[config.mk]
export PLATFORM = sky130hd
export DESIGN_NAME = dmem_arbiter
export DESIGN_NICKNAME = d
export VERILOG_FILES = /design/src/rtl/dmem_pkg.sv /design/src/rtl/dmem_rr_picker.sv /design/src/rtl/dmem_arbiter.sv
export SDC_FILE = /design/constraint.sdc
export NUM_CORES = 1
export LEC_CHECK = 0
export CAP_MARGIN = 20
export CORE_MARGIN = 3
export CORE_UTILIZATION = 40
export CTS_CLUSTER_DIAMETER = 40
export DETAILED_ROUTE_END_ITERATION = 12
export PLACE_DENSITY = 0.8
export SYNTH_ARGS = -nofsm -noshare
export SYNTH_HDL_FRONTEND = slang
export SYNTH_SLANG_ARGS = --single-unit
[constraint.sdc]
create_clock -name clk -period 2.4 [get_ports clk]
set_input_delay 0.6 -clock clk [delete_from_list [all_inputs] [get_ports clk]]
set_output_delay 0.6 -clock clk [all_outputs]
set_load 0.01 [all_outputs]
[src/rtl/dmem_pkg.sv]
// Shared types and helpers for the data-memory arbiter.
// Optional feature macro: DMEM_FIXED_PRIO_EN (see dmem_rr_picker).
package dmem_pkg;

  typedef enum logic [1:0] {
    IDLE   = 2'd0,
    ACCESS = 2'd1,
    DONE   = 2'd2
  } state_e;

  localparam logic PORT_A = 1'b0;
  localparam logic PORT_B = 1'b1;

  // A word access is legal when word aligned and the whole word fits in memory.
  function automatic logic word_legal(input logic [31:0] address, input int mem_bytes);
    logic [31:0] lim;
    lim = 32'(mem_bytes - 4);
    return (address[1:0] == 2'b00) && (address <= lim);
  endfunction

endpackage

[src/rtl/dmem_rr_picker.sv]
// Combinational grant selection between port A and port B.
// DMEM_FIXED_PRIO_EN defined: A always wins a tie; otherwise round-robin on last_grant.
module dmem_rr_picker
  import dmem_pkg::*;
(
  input  logic a_req,
  input  logic b_req,
  input  logic last_grant,
  output logic gnt_valid,
  output logic gnt_port
);

`ifdef DMEM_FIXED_PRIO_EN
  logic unused_last_grant;
  assign unused_last_grant = last_grant;
`endif

  // Pick a port: single requester wins outright, a tie goes by priority policy.
  always_comb begin
    gnt_valid = a_req | b_req;
    gnt_port  = PORT_A;
    if (a_req && b_req) begin
`ifdef DMEM_FIXED_PRIO_EN
      gnt_port = PORT_A;
`else
      gnt_port = ~last_grant;
`endif
    end else if (b_req) begin
      gnt_port = PORT_B;
    end
  end

endmodule

[src/rtl/dmem_arbiter.sv]
// Two-port arbiter in front of a single big-endian 32-bit data memory.
// Each access holds its strobe for WAIT_CYCLES cycles, then acks for one cycle.
// Misaligned / out-of-range requests are acked with err and never touch memory.
// Optional feature macro: DMEM_FIXED_PRIO_EN (fixed A-over-B priority on ties).
module dmem_arbiter
  import dmem_pkg::*;
#(
  parameter int WAIT_CYCLES = 3,
  parameter int MEM_BYTES   = 2048
) (
  input  logic        clk,
  input  logic        reset,
  input  logic        a_req,
  input  logic        a_we,
  input  logic [31:0] a_address,
  input  logic [31:0] a_write_data,
  output logic [31:0] a_data,
  output logic        a_ack,
  output logic        a_err,
  input  logic        b_req,
  input  logic        b_we,
  input  logic [31:0] b_address,
  input  logic [31:0] b_write_data,
  output logic [31:0] b_data,
  output logic        b_ack,
  output logic        b_err,
  output logic [31:0] address,
  output logic [31:0] write_data,
  output logic        mem_read,
  output logic        mem_write,
  input  logic [31:0] data
);

  localparam int CW = (WAIT_CYCLES > 1) ? $clog2(WAIT_CYCLES) : 1;

  state_e        state_q, state_d;
  logic [CW-1:0] cnt_q, cnt_d;
  logic          gnt_q, gnt_d;
  logic          last_grant_q, last_grant_d;
  logic          we_q, we_d;
  logic          err_q, err_d;
  logic [31:0]   addr_q, addr_d;
  logic [31:0]   wdata_q, wdata_d;
  logic [31:0]   a_data_q, a_data_d;
  logic [31:0]   b_data_q, b_data_d;

  logic          pick_valid, pick_port;
  logic          req_we;
  logic [31:0]   req_addr, req_wdata;

  dmem_rr_picker u_picker (
    .a_req      (a_req),
    .b_req      (b_req),
    .last_grant (last_grant_q),
    .gnt_valid  (pick_valid),
    .gnt_port   (pick_port)
  );

  // Route the picked port's request fields toward the latch registers.
  always_comb begin
    req_we    = a_we;
    req_addr  = a_address;
    req_wdata = a_write_data;
    if (pick_port == PORT_B) begin
      req_we    = b_we;
      req_addr  = b_address;
      req_wdata = b_write_data;
    end
  end

  // Next-state logic: grant and latch in IDLE, time the access, ack in DONE.
  always_comb begin
    state_d      = state_q;
    cnt_d        = cnt_q;
    gnt_d        = gnt_q;
    last_grant_d = last_grant_q;
    we_d         = we_q;
    err_d        = err_q;
    addr_d       = addr_q;
    wdata_d      = wdata_q;
    a_data_d     = a_data_q;
    b_data_d     = b_data_q;
    case (state_q)
      IDLE: begin
        if (pick_valid) begin
          gnt_d        = pick_port;
          last_grant_d = pick_port;
          we_d         = req_we;
          addr_d       = req_addr;
          wdata_d      = req_wdata;
          if (word_legal(req_addr, MEM_BYTES)) begin
            state_d = ACCESS;
            cnt_d   = CW'(WAIT_CYCLES - 1);
            err_d   = 1'b0;
          end else begin
            // Rejected: skip memory entirely, the port sees 0 data with err.
            state_d = DONE;
            err_d   = 1'b1;
            if (pick_port == PORT_A) a_data_d = '0;
            else                     b_data_d = '0;
          end
        end
      end
      ACCESS: begin
        if (cnt_q == '0) begin
          state_d = DONE;
          if (gnt_q == PORT_A) a_data_d = we_q ? 32'h0 : data;
          else                 b_data_d = we_q ? 32'h0 : data;
        end else begin
          cnt_d = cnt_q - CW'(1);
        end
      end
      DONE:    state_d = IDLE;
      default: state_d = IDLE;
    endcase
  end

  // State register; last_grant resets to B so A wins the first tie.
  always_ff @(posedge clk) begin
    if (reset) begin
      state_q      <= IDLE;
      cnt_q        <= '0;
      gnt_q        <= PORT_A;
      last_grant_q <= PORT_B;
      we_q         <= 1'b0;
      err_q        <= 1'b0;
      addr_q       <= '0;
      wdata_q      <= '0;
      a_data_q     <= '0;
      b_data_q     <= '0;
    end else begin
      state_q      <= state_d;
      cnt_q        <= cnt_d;
      gnt_q        <= gnt_d;
      last_grant_q <= last_grant_d;
      we_q         <= we_d;
      err_q        <= err_d;
      addr_q       <= addr_d;
      wdata_q      <= wdata_d;
      a_data_q     <= a_data_d;
      b_data_q     <= b_data_d;
    end
  end

  // Strobes and acks decode from registered state, so reset kills them at once.
  assign mem_read   = (state_q == ACCESS) && !we_q;
  assign mem_write  = (state_q == ACCESS) &&  we_q;
  assign address    = addr_q;
  assign write_data = wdata_q;
  assign a_ack      = (state_q == DONE) && (gnt_q == PORT_A);
  assign b_ack      = (state_q == DONE) && (gnt_q == PORT_B);
  assign a_err      = a_ack && err_q;
  assign b_err      = b_ack && err_q;
  assign a_data     = a_data_q;
  assign b_data     = b_data_q;

endmodule
==> out/summary.txt <==
# Post-CTS Setup Buffers -> 0
RSZ-0062 raised after global routing -> false
Total power -> 0.00639 W
Final HPWL DP -> 14,900 um
Post-route insts no fill -> 1,101
Final-report setup violation count -> 0
CP endpoint -> mem_write
Initial core utilization -> 41.0%
Slew margin rel. -> 72.1%
Final Hold Viols -> 0
Max_cap viols -> 0
Commonest non-fill, non-tap cell in the layout -> clkdlybuf4s50_1
Post-synthesis cell count -> 603
Root buf cell -> clkbuf_16
CTS Sinks -> 136
Gr usage total -> 23.6%
Share of the yosys chip area belonging to registers -> 45.5%
Setup Skew -> 0.00976 ns
Flop2flop setup slack -> 0.50 ns
Post-Route WL -> 19,600 um
Max FO, Critical Path -> 5
Yosys cell types -> 36
Capturing element type of the critical path -> output port
Top-area cell type share of the netlist area -> 45.5%
Crit path from -> state_q[0]$_SDFFE_PP0P_
Placed cell count -> 1,067
GR Layer Usage met3 -> 13.0%
Met1 Usage GRT -> 24.2%
Total number of vias -> 5,542
Worst R2R End -> b_data[28]$_SDFFE_PP0P_
Number of CTS-inserted buffers -> 17
Critical R2R Launch -> last_grant_q$_SDFFE_PP1P_
Slew @ Worst Pin -> 0.415 ns
Routed wire per std cell -> 17.8 um
Synth Warn # -> 0
WP data required -> 1.80 ns
Layout area overhead -> 66.9%
Antenna Violating Nets Remaining -> 0
Part of the cycle the worst path needs -> 95.0%
Row count -> 44
P per Cell Area -> 640 nW/um^2
Fin nets -> 1,069
Avg Inst Size Synth -> 9.92 sq um
Post-synth EDFFs -> 0
Syn nets -> 770
Maximum number of pins on one net before global-route repair -> 65
Async SR Flop Fraction -> 0%
Grt met2 use -> 40.1%
Post-synthesis cell area -> 5980 sq um
Setup TNS -> 0 ns
TritonCTS clock tree -> built
Die Y -> 128 um
Area contributors post-synth -> dfxtp_1 45%, mux2i_1 22%, a211oi_1 8.2%
Clk_lat worst skew -> 0.43 ns
Core box area -> 14,600 sq um
R2R depth -> 7
H-tree depth -> 4
Global route hottest layer -> met2
Ys flop type -> dfxtp_1
Dominant cell type by area after synthesis -> dfxtp_1
Vias in the first global route -> 5,532
Total gr overflow -> 0
CTS clk-pin slew, worst paths -> 0.06 ns
Static Leak -> 3.80 nW
DRT iter0 DRCs -> 225
Max Fclk -> 439 MHz
Minimum clock period -> 2.28 ns
Placer congestion estimate -> 0.842
Commonest cells after routing, fill and taps aside -> 294 x clkdlybuf4s50_1, 135 x dfxtp_1, 129 x mux2i_1, 76 x nor2_1, 66 x nand2b_1
CTS Buffer Depth -> 2
Arrival @ worst endpoint -> 1.68 ns
Die area -> 16,500 sq um
Hold Path Class -> reg -> reg
First-pass GRT wire length -> 29,600 um
First-pass detailed-route iteration total -> 4
Die Wd -> 128 um
Initial antenna violation count -> 4
Seq cells post-synth -> 136
Final Slew Violations -> 0
Maximum vdd drop -> 0.000476 V
Vias/cell -> 5.03
Layout cell share with drive strength beyond 1 -> 8.10%
Kind of critical path -> reg -> out
DR DRC count -> 0
I/O Buffers -> 299
Ports -> 300
Status -> complete, no violations
Startpoint Class -> register
critical path, cell delays in order, from the launching register on:
cell and delay (ns):
dfxtp_1 0.41, nand2b_1 0.17, nor2_1 0.12, clkdlybuf4s50_1 0.55
kinds of logic after synthesis:
group	share of synthesized area, %
and+or+nand+nor	18.3
DFF	45.5
muxes	21.8
AOI/OAI and AO/OA	10.2
buffers and inverters	4.10
adders and majority gates	0.209
metrics by stage:
stage,setup WS [ns],area (sq um),hold WS [ns],util [%]
global route,0.00782,9990,0.487,68.5
global placement,-0.246,9350,0.456,64.1
floorplan,0.239,5980,0.453,-
finish,0.121,9990,0.473,68.5
CTS,0.0459,9980,0.473,68.4
detailed placement,-0.284,9350,0.463,64.1
sequential cells by signal, summed over array words and instances, names as in the netlist:
name	count
last_grant_q	1
a_data	32
b_data	32
err_q	1
state_q	2
gnt_q	1
address	32
cnt_q	2
we_q	1
write_data	32
where the power goes:
part           switching [W]  internal [W]
clock network       0.000990       0.00179
logic               0.000483      0.000696
registers          0.0000623       0.00237
per-layer routing:
layer | vias to the layer above | wire (um)
li1 | 2754 | -
met1 | 2533 | 7130
met2 | 220 | 9540
met3 | 33 | 2370
met4 | 2 | 549
met5 | - | 13
worst min-delay path by stage:
stage	from	to	slack, ns	depth (start not counted)
5_1_grt	b_data[22]$_SDFFE_PP0P_	b_data[22]$_SDFFE_PP0P_	0.49	2
3_3_place_gp	b_data[14]$_SDFFE_PP0P_	b_data[14]$_SDFFE_PP0P_	0.46	2
2_1_floorplan	cnt_q[1]$_SDFFE_PP0P_	cnt_q[1]$_SDFFE_PP0P_	0.45	1
3_5_place_dp	b_data[12]$_SDFFE_PP0P_	b_data[12]$_SDFFE_PP0P_	0.46	2
6_report	b_data[13]$_SDFFE_PP0P_	b_data[13]$_SDFFE_PP0P_	0.47	2
4_1_cts	b_data[13]$_SDFFE_PP0P_	b_data[13]$_SDFFE_PP0P_	0.47	2
layout make-up:
type | instances | area [sq um]
fill | 1161 | 4600
sequential | 136 | 2720
timing repair buffer | 331 | 3340
clock inverter | 11 | 173
inverter | 3 | 11.3
tap | 184 | 230
multi-input combinational | 413 | 3050
antenna | 3 | 7.51
clock buffer | 20 | 457
synthesized netlist by cell type, drive strengths merged (2+ instances only):
library cell / number
clkbuf: 36
nor4: 7
a21oi: 4
nand2: 4
o21ai: 2
nor2b: 2
buf: 15
dfxtp: 136
nor3: 2
nand3: 2
nand4: 2
or4: 2
a211oi: 65
inv: 3
nor2: 77
and2: 2
mux2i: 129
nand2b: 66
nand3b: 33
what timing repair did:
action | CTS | global route
hold buffers | 0 | 0
gates resized for setup | 4 | 2
hold endpoints to repair | 0 | 0
setup endpoints to repair | 3 | 3
No activity file was read; power rests on OpenSTA's default activity.
